**src/rtl/ntt_stage_ctrl_pkg.sv**
```systemverilog
// Shared constants and types for the NTT stage sequencer and its address generator.
package ntt_pkg;
  localparam int N          = 256;
  localparam int LOG_N      = $clog2(N);
  localparam int AW         = LOG_N;
  localparam int Q          = 40961;
  localparam int W          = $clog2(Q);
  localparam int NTT_WB_LAT = 2;

  typedef enum logic [1:0] {IDLE, RUN, DRAIN, DONE} ntt_state_t;
endpackage

```
**src/rtl/ntt_stage_ctrl_addr_gen.sv**
```systemverilog
// Cooley-Tukey DIT addressing: maps (stage s, pair j) to operand addresses A/B and twiddle index.
// Purely combinational; zero latency, no flow control.
module ntt_addr_gen #(
  parameter int LOG_N = 8,
  parameter int AW    = LOG_N,
  parameter int SW    = 3
) (
  input  logic [SW-1:0]    s,
  input  logic [LOG_N-2:0] j,
  output logic [AW-1:0]    a,
  output logic [AW-1:0]    b,
  output logic [LOG_N-2:0] tw
);
  import ntt_pkg::*;

  logic [AW-1:0] len;
  logic [AW-1:0] jx;
  logic [AW-1:0] k;

  always_comb begin
    len = AW'(1) << s;
    jx  = AW'(j);
    k   = jx & (len - AW'(1));
    // Group index (j>>s) spaced by 2*len, offset by position k within the group.
    a   = (((jx >> s) << s) << 1) | k;
    b   = a + len;
    tw  = (LOG_N-1)'(k << (LOG_N - 1 - int'(s)));
  end
endmodule

```
**src/rtl/ntt_stage_ctrl.sv**
```systemverilog
// Sequences an in-place radix-2 NTT/iNTT: one butterfly per cycle, two bubble cycles per stage,
// write-back addresses are the read addresses delayed by the RAM + butterfly latency.
module ntt_stage_ctrl #(
  parameter int N     = ntt_pkg::N,
  parameter int LOG_N = $clog2(N),
  parameter int AW    = LOG_N
) (
  input  logic             clk,
  input  logic             reset,
  input  logic             start,
  input  logic             intt_req,
  output logic             busy,
  output logic             done,
  output logic             iNTT_mode,
  output logic             rd_en,
  output logic [AW-1:0]    rd_addr_a,
  output logic [AW-1:0]    rd_addr_b,
  output logic [LOG_N-2:0] tw_addr,
  output logic             wr_en,
  output logic [AW-1:0]    wr_addr_a,
  output logic [AW-1:0]    wr_addr_b
);
  import ntt_pkg::*;

  localparam int            SW     = (LOG_N > 1) ? $clog2(LOG_N) : 1;
  localparam int            JW     = LOG_N - 1;
  localparam logic [JW-1:0] J_LAST = JW'(N/2 - 1);
  localparam logic [SW-1:0] S_LAST = SW'(LOG_N - 1);

  ntt_state_t    state;
  logic [SW-1:0] s;
  logic [JW-1:0] j;
  logic [1:0]    dcnt;
  logic          last_stage;

  logic [AW-1:0] gen_a;
  logic [AW-1:0] gen_b;
  logic [JW-1:0] gen_tw;

  logic          en_d1;
  logic [AW-1:0] a_d1;
  logic [AW-1:0] b_d1;

  ntt_addr_gen #(
    .LOG_N (LOG_N),
    .AW    (AW),
    .SW    (SW)
  ) u_addr_gen (
    .s  (s),
    .j  (j),
    .a  (gen_a),
    .b  (gen_b),
    .tw (gen_tw)
  );

  // Outputs are registered, so (s, j) always names the pair to be issued at the next edge.
  always_ff @(posedge clk) begin
    if (reset) begin
      state      <= IDLE;
      s          <= '0;
      j          <= '0;
      dcnt       <= '0;
      last_stage <= 1'b0;
      busy       <= 1'b0;
      done       <= 1'b0;
      iNTT_mode  <= 1'b0;
      rd_en      <= 1'b0;
      rd_addr_a  <= '0;
      rd_addr_b  <= '0;
      tw_addr    <= '0;
      en_d1      <= 1'b0;
      a_d1       <= '0;
      b_d1       <= '0;
      wr_en      <= 1'b0;
      wr_addr_a  <= '0;
      wr_addr_b  <= '0;
    end else begin
      en_d1     <= rd_en;
      a_d1      <= rd_addr_a;
      b_d1      <= rd_addr_b;
      wr_en     <= en_d1;
      wr_addr_a <= a_d1;
      wr_addr_b <= b_d1;

      rd_en     <= 1'b0;
      rd_addr_a <= '0;
      rd_addr_b <= '0;
      tw_addr   <= '0;
      done      <= 1'b0;

      unique case (state)
        IDLE: begin
          // s and j are already zero here, so the generator is presenting pair (0, 0).
          if (start) begin
            iNTT_mode <= intt_req;
            busy      <= 1'b1;
            rd_en     <= 1'b1;
            rd_addr_a <= gen_a;
            rd_addr_b <= gen_b;
            tw_addr   <= gen_tw;
            j         <= j + 1'b1;
            state     <= RUN;
          end
        end

        RUN: begin
          rd_en     <= 1'b1;
          rd_addr_a <= gen_a;
          rd_addr_b <= gen_b;
          tw_addr   <= gen_tw;
          if (j == J_LAST) begin
            j     <= '0;
            dcnt  <= '0;
            state <= DRAIN;
            if (s == S_LAST) begin
              s          <= '0;
              last_stage <= 1'b1;
            end else begin
              s <= s + 1'b1;
            end
          end else begin
            j <= j + 1'b1;
          end
        end

        DRAIN: begin
          // First DRAIN cycle still shows the last registered read; two idle cycles follow.
          if (dcnt == 2'(NTT_WB_LAT)) begin
            if (last_stage) begin
              last_stage <= 1'b0;
              done       <= 1'b1;
              state      <= DONE;
            end else begin
              rd_en     <= 1'b1;
              rd_addr_a <= gen_a;
              rd_addr_b <= gen_b;
              tw_addr   <= gen_tw;
              j         <= j + 1'b1;
              state     <= RUN;
            end
          end else begin
            dcnt <= dcnt + 1'b1;
          end
        end

        DONE: begin
          busy  <= 1'b0;
          state <= IDLE;
        end

        default: state <= IDLE;
      endcase
    end
  end
endmodule
```
**config.mk**
```make
export PLATFORM = sky130hd
export DESIGN_NAME = ntt_stage_ctrl
export DESIGN_NICKNAME = d
export VERILOG_FILES = /design/src/rtl/ntt_stage_ctrl_pkg.sv /design/src/rtl/ntt_stage_ctrl_addr_gen.sv /design/src/rtl/ntt_stage_ctrl.sv
export SDC_FILE = /design/constraint.sdc
export NUM_CORES = 1
export LEC_CHECK = 0
export BUFFER_PORTS_ARGS = -buffer_cell sky130_fd_sc_hd__buf_2
export CAP_MARGIN = 20
export CORE_MARGIN = 3
export CORE_UTILIZATION = 43
export CTS_CLUSTER_DIAMETER = 60
export DETAILED_ROUTE_END_ITERATION = 8
export HOLD_SLACK_MARGIN = 0.06
export PLACE_DENSITY = 0.75
export SLEW_MARGIN = 5
export SYNTH_ARGS = -nofsm -noshare
export SYNTH_HDL_FRONTEND = slang
export SYNTH_SLANG_ARGS = --single-unit
```
**constraint.sdc**
```tcl
create_clock -name clk -period 5.1 [get_ports clk]
set_input_delay 0.51 -clock clk [delete_from_list [all_inputs] [get_ports clk]]
set_output_delay 0.51 -clock clk [all_outputs]
set_load 0.01 [all_outputs]
```
Word-level counts from Yosys, hierarchy flattened
Cells that the tools add are included.

operators by class
  add/sub/neg operators = 6
  multipliers = 0
  divide/modulo/power cells = 0
  magnitude comparators = 0
  eq/ne operators = 12
  shift operators = 4
  mux-type cells = 37
  bitwise operators = 4
  reductions and logical operators = 12

operators with widths
  operator               number
  $mux W7                7
  $mux W8                6
  $pmux W8 S3            2
  $pmux W7 S3            2
  $shl A8 B32 Y7         1
  $mux W2                6
  $ne A2 B2 Y1 const B   6
  $add A8 B8 Y8          1
  $and A7 B8 Y8          1
  $mux W1                8
  $or A8 B8 Y8           1
  $pmux W2 S4            1
  $reduce_and A4 Y1      2
  $shl A1 B3 Y8 const A  1
  $shl A8 B3 Y7          1
  $shr A7 B3 Y8          1
  $sub A8 B1 Y8 const B  1
  $add A7 B1 Y7 const B  1
  $eq A7 B7 Y1 const B   1
  $eq A2 B2 Y1 const B   3
  $reduce_and A2 Y1      3
  $reduce_and A3 Y1      2
  $pmux W1 S2            2
  $pmux W2 S2            1
  12 further kinds       14

word-level totals
  bits in registers = 76
  bits in latches = 0
  bits in writable memories = 0
  memory bits (read-only) = 0
  input bits = 4
  logic and storage cells = 93
  memories kept = 0

Logic depth before layout (Yosys ltp)
  depth after elaboration = 8
  gate-level depth with buffers = 15
  gate-level depth less buffers = 12

Modules after synthesis
From an unflattened synthesis, not the netlist that was laid out.

second synthesis, totals
  cell total of the unflattened synthesis = 327
  area total of the unflattened synthesis = 3,096.7 µm²

modules (own cells, without submodules)
  module          times used  cells an instance  area each (µm²)
  ntt_stage_ctrl  1           220                2,374.8
  ntt_addr_gen    1           107                721.9

Worst setup path after synthesis
Ideal clock, no wire load.

  kind = register to register
  start = register s[0]
  end = register rd_addr_b[7]
  arrival time = 2,945 ps
  setup slack = 2,040 ps
  stages on the path, launching flop included = 15
  period minus slack after synthesis = 3,060 ps
  path through = dfxtp_1 > buf_6 > clkbuf_1 > inv_1 > ha_1 > buf_2 > o21a_1 > o31ai_1 > o21ai_0 > ha_1 > inv_1 > a211oi_2 > o31a_2 > o2111ai_1 > a21bo_2

on the way
  word-level cells in the longest chain between the ends = 8

RTL lines
  what                    RTL line                       text
  from (decl)             ntt_stage_ctrl.sv:31           logic [SW-1:0] s;
  from (signal assigned)  ntt_stage_ctrl.sv:119          s <= s + 1'b1;
  $shl A1 B3 Y8           ntt_stage_ctrl_addr_gen.sv:21  len = AW'(1) << s;
  $sub A8 B1 Y8           ntt_stage_ctrl_addr_gen.sv:23  k = jx & (len - AW'(1));
  $and A7 B8 Y8           ntt_stage_ctrl_addr_gen.sv:23
  $or A8 B8 Y8            ntt_stage_ctrl_addr_gen.sv:25  a = (((jx >> s) << s) << 1) | k;
  $add A8 B8 Y8 *         ntt_stage_ctrl_addr_gen.sv:26  b = a + len;
  $mux W8                 ntt_stage_ctrl.sv:129          if (last_stage) begin
  $mux W8                 ntt_stage_ctrl.sv:128          if (dcnt == 2'(NTT_WB_LAT)) begin
  $pmux W8 S3 *           ntt_stage_ctrl.sv:91           unique case (state)
  to (signal assigned)    ntt_stage_ctrl.sv:99           rd_addr_b <= gen_b;
  to (signal assigned)    ntt_stage_ctrl.sv:109          rd_addr_b <= gen_b;
  to (signal assigned)    ntt_stage_ctrl.sv:136          rd_addr_b <= gen_b;
  to (decl)               ntt_stage_ctrl.sv:17           output logic [AW-1:0] rd_addr_b,

Every way passes the cells marked *; elsewhere a longest branch is shown, timed or not.
A chain may end at the register's enable or synchronous reset.

Worst setup path in the final report
  start = register s[2]
  end = register rd_addr_b[7]

The elaborated chain is that of the path after synthesis.

==> run summary <==
The total negative setup slack came out at 0 ps. The fraction of final layout cells with drive strength greater than 1 is roughly a fifth. The top achievable clock speed came out at 0.270 GHz. The number of hold-repair buffers added at the cts stage is 0. The smallest clock period supported by the final layout is computed as ~3700 ps. The slowest stage of the critical path is the dfxtp_1 cell. The synthesized net count came out at 352. The arrival time at the worst endpoint is ~4000 ps.

The endpoint identified for the worst register-to-register timing path is rd_addr_b[7]. The setup-violating endpoint count in the final report is 0. The total overflow left after global routing is 0. The area of the core came out at between 0.006 and 0.007 sq mm.

The leading register cell type out of synthesis is dfxtp_1. The capture endpoint of the worst hold path is iNTT_mode. STA classifies the critical path endpoint as a flop. The weighted congestion at the end of routability-driven global placement came out at ~0.93. The number of instances on the worst hold path came out at 3. The startpoint of the worst-slack reg-to-reg timing path is s[2].

The hold violation count in the final report is 0. The floorplan step defined a die boundary enclosing 0.00836 sq mm. The post-synthesis instance area is around 0.0031 sq mm. The count of mapped cells out of synthesis is ~330. The count of inserted antenna diode cells is 0.

The worst clock skew is about 11 ps. In this run the worst setup path begins at s[2]. The first-iteration detailed-routing DRC count came out at between 200 and 250. The routed wire length per instance came out at between 10 and 15 microns. The run finished with clean final reports. The estimated wirelength of the detail-placed design came out at between 4 and 5 mm. Pin placement for this block handled 48 I/O pins. The setup check on the worst reg-to-reg path leaves a slack of roughly 1400 ps. In this run the most critical hold path is launched from intt_req. A synthesized cell averages ~9.4 sq um.

The maximum root-to-sink buffer count is 2. The post-CTS resize count is 0. The cell count after placement came out at roughly 460.

In this run the vertical extent of the chip is roughly 90 microns. The number of vias per cell is 4.96. Global routing used between 10% and 20% of the available met1 tracks. In this run the most used layer during global routing was met2. In this design, the stage delay of the slowest critical-path cell is 850 ps.

The die is about 90 microns wide. The tool flagged a number of max-cap violations equal to 0. In the global route stage, overall resource usage came out at between 10% and 20%.

The worst setup path is launched from a flop. For the worst setup path, the data required time is between 5000 and 6000 ps. The final-report max-slew violation count came out at 0. The final worst-path cycle share came out at just over 70%. TritonCTS built the clock tree. The distinct cell type count of the synthesized netlist came out at 55. Setup repair after global routing left no endpoint under its margin. The number of rows in the core area came out at 30. The root buffer cell is clkbuf_8. The first-pass GRT wire length came out at around 10 mm. The routing usage on met2 came out at approximately a quarter. In this run the worst path has a maximum fanout of 27. The critical path is of the reg -> reg type. The count of buffer and inverter cells on the critical path came out at 1. The relative area change from synthesis to final layout is 15.4%.

During synthesis, Yosys emitted a total of 0 warnings. The setup fix buffers added after clock tree synthesis is 0. The number of buffers created by CTS came out at 9. Global routing used about 3.6% of the available met3 tracks. The signal on the critical path passes through clkinv_1 > ha_1 > nor3_1 > mux2i_1 > a22o_1 > ha_1 > a211o_1 > o2111ai_1 > a21bo_2. Headroom to the max-slew limit came out at 40.2%. Entering global routing, the biggest net connects 53 pins. The antenna violation net count after detailed routing is 0. The initial antenna violation count is 0. The worst-skew pair later-pin latency is 350 ps. The cell family contributing the most delay on the critical path is compound AO/OA/AOI/OAI gates. The CTS clock-pin slew for the worst setup and hold paths came out at approximately 80 ps. The analysis attributes to cell leakage a power of 1.56 nW. The power density relative to cell area came out at ~320 mW/mm^2. The path category of the worst min-delay check is in -> reg. Summing the sequential cell areas from Yosys gives between 40% and 50% of the chip area. The routed layout has 2353 vias.

Input and output buffers added on the ports amount to 47. The share of synthesized flip-flops with an asynchronous set or reset is 0%. The worst vdd rail ir drop is ~170 uV. Once layout is done, the placed cells without fillers occupy between 0.003 and 0.004 sq mm.

The number of nets in the layout is 392. The standard cell area after detailed placement is between 0.003 and 0.004 sq mm. The depth of the worst register-to-register path is 9. The transition at the pin with the smallest max-transition slack came out at 893 ps. Counting stages on the worst path, the most repeated cell is ha_1. The number of search-and-repair iterations in the first detailed-routing pass came out at 4.

The number of flops mapped to enable cells by yosys came out at 0. The number of standard cells in the layout, taps in and fillers out is 474. Counting flops and latches in the post-synthesis netlist gives 76. The initial core utilization is 45.2%.

The H-tree depth came out at 3. The via count of the first global-routing pass came out at around 2200. The number of sinks handled by clock tree synthesis came out at 76. The number of remaining DRC errors came out at 0. For this block, the routed nets add up to approximately 6.2 mm of wire.
[registers in the layout, indices dropped and copies added (netlist names)]
name	count
a_d1	8
b_d1	8
rd_addr_a	8
rd_addr_b	8
wr_addr_a	8
wr_addr_b	8
j	7
tw_addr	7
s	3
dcnt	2
state	2
busy	1
done	1
en_d1	1
iNTT_mode	1
last_stage	1
rd_en	1
wr_en	1
[cells in the mapped netlist, types with 2 or more instances]
library cell | instances | area (sq um)
dfxtp_1 | 76 | 1520
nor2b_1 | 37 | 231
nor2_1 | 32 | 120
nand2_1 | 17 | 63.8
a21oi_1 | 14 | 70.1
ha_1 | 14 | 175
nor3_1 | 13 | 65.1
clkbuf_1 | 12 | 45.0
o21ai_0 | 11 | 55.1
inv_1 | 10 | 37.5
xnor2_1 | 8 | 70.1
and2_1 | 7 | 43.8
nand2b_1 | 6 | 37.5
o21a_1 | 6 | 45.0
nand3_1 | 5 | 25.0
xor2_1 | 5 | 43.8
and3_1 | 4 | 25.0
buf_2 | 4 | 20.0
mux2i_1 | 4 | 40.0
a211oi_1 | 3 | 22.5
a31oi_1 | 3 | 18.8
o211ai_1 | 3 | 22.5
o22a_1 | 3 | 26.3
a32oi_1 | 2 | 17.5
buf_4 | 2 | 15.0
nand3b_1 | 2 | 15.0
nand4_1 | 2 | 12.5
nor3b_1 | 2 | 15.0
[metal layers]
| layer | up-vias | wire length, microns |
|---|---|---|
| met5 | - | 0 |
| met4 | 0 | 102 |
| met3 | 9 | 390 |
| met2 | 76 | 2940 |
| met1 | 1051 | 2810 |
| li1 | 1217 | - |
[report_power, final]
part / switching, mW / internal (mW) / leakage, nW
Clock: 0.214 / 0.273 / 0.109
Sequential: 0.0112 / 0.606 / 0.615
Combinational: 0.0410 / 0.0280 / 0.838
[logic make-up after synthesis]
kind of cell	count (synthesis)	share of synthesized area, %
xor gates and xnor gates	13	3.63
DFF	76	48.4
adders and majority gates	14	5.58
AOI/OAI and AO/OA	62	14.1
buffers and inverters	31	4.34
other	1	0.119
muxes	4	1.27
and+or+nand+nor	133	22.5
[metrics by stage]
step	hold slack [ps]	util [%]	total power, mW	setup slack [ps]
2_1_floorplan	414	-	0.682	2040
3_3_place_gp	415	49.1	0.700	1520
3_5_place_dp	420	49.1	0.701	1460
4_1_cts	395	52.2	1.19	1440
5_1_grt	423	52.2	1.22	1200
6_report	408	52.2	1.17	1390
[layout by cell type, fill, tap and decap left out, drive strengths merged, types with 2 or more instances in the layout]
cell type   n
dfxtp      76
buf        48
nor2b      37
nor2       33
nand2      18
a21oi      14
ha         14
nor3       13
inv        12
o21ai      11
clkbuf      9
xnor2       8
and2        7
nand2b      6
o21a        6
nand3       5
xor2        5
mux2i       4
and3        4
a211oi      4
a31oi       4
clkinv      4
o22a        3
o211ai      3
nor3b       3
nand3b      2
a32oi       2
nand4       2
bufinv      2
o31ai       2
[how the worst max path moves through the flow]
| stage | cells past startpoint | end | slack [ps] |
|---|---|---|---|
| 2_1_floorplan | 14 | rd_addr_b[7] | 2040 |
| 3_3_place_gp | 9 | rd_addr_b[7] | 1520 |
| 3_5_place_dp | 9 | rd_addr_b[7] | 1460 |
| 4_1_cts | 9 | rd_addr_b[7] | 1440 |
| 5_1_grt | 9 | rd_addr_b[7] | 1200 |
| 6_report | 9 | rd_addr_b[7] | 1390 |
[layout make-up]
cell class                      count  area (sq um)
Tap cell                           96           120
Sequential cell                    76          1520
Clock inverter                      6          87.6
Multi-Input combinational cell    227          1480
Inverter                           12          45.0
Fill cell                         645          3320
Clock buffer                        9           124
Timing Repair Buffer               48           243
[tightest hold or removal path, cell delays in order]
cell and delay (ps):
buf_2 90, nand2_1 50, a21oi_1 60
Power figures use the tool's default switching activity.
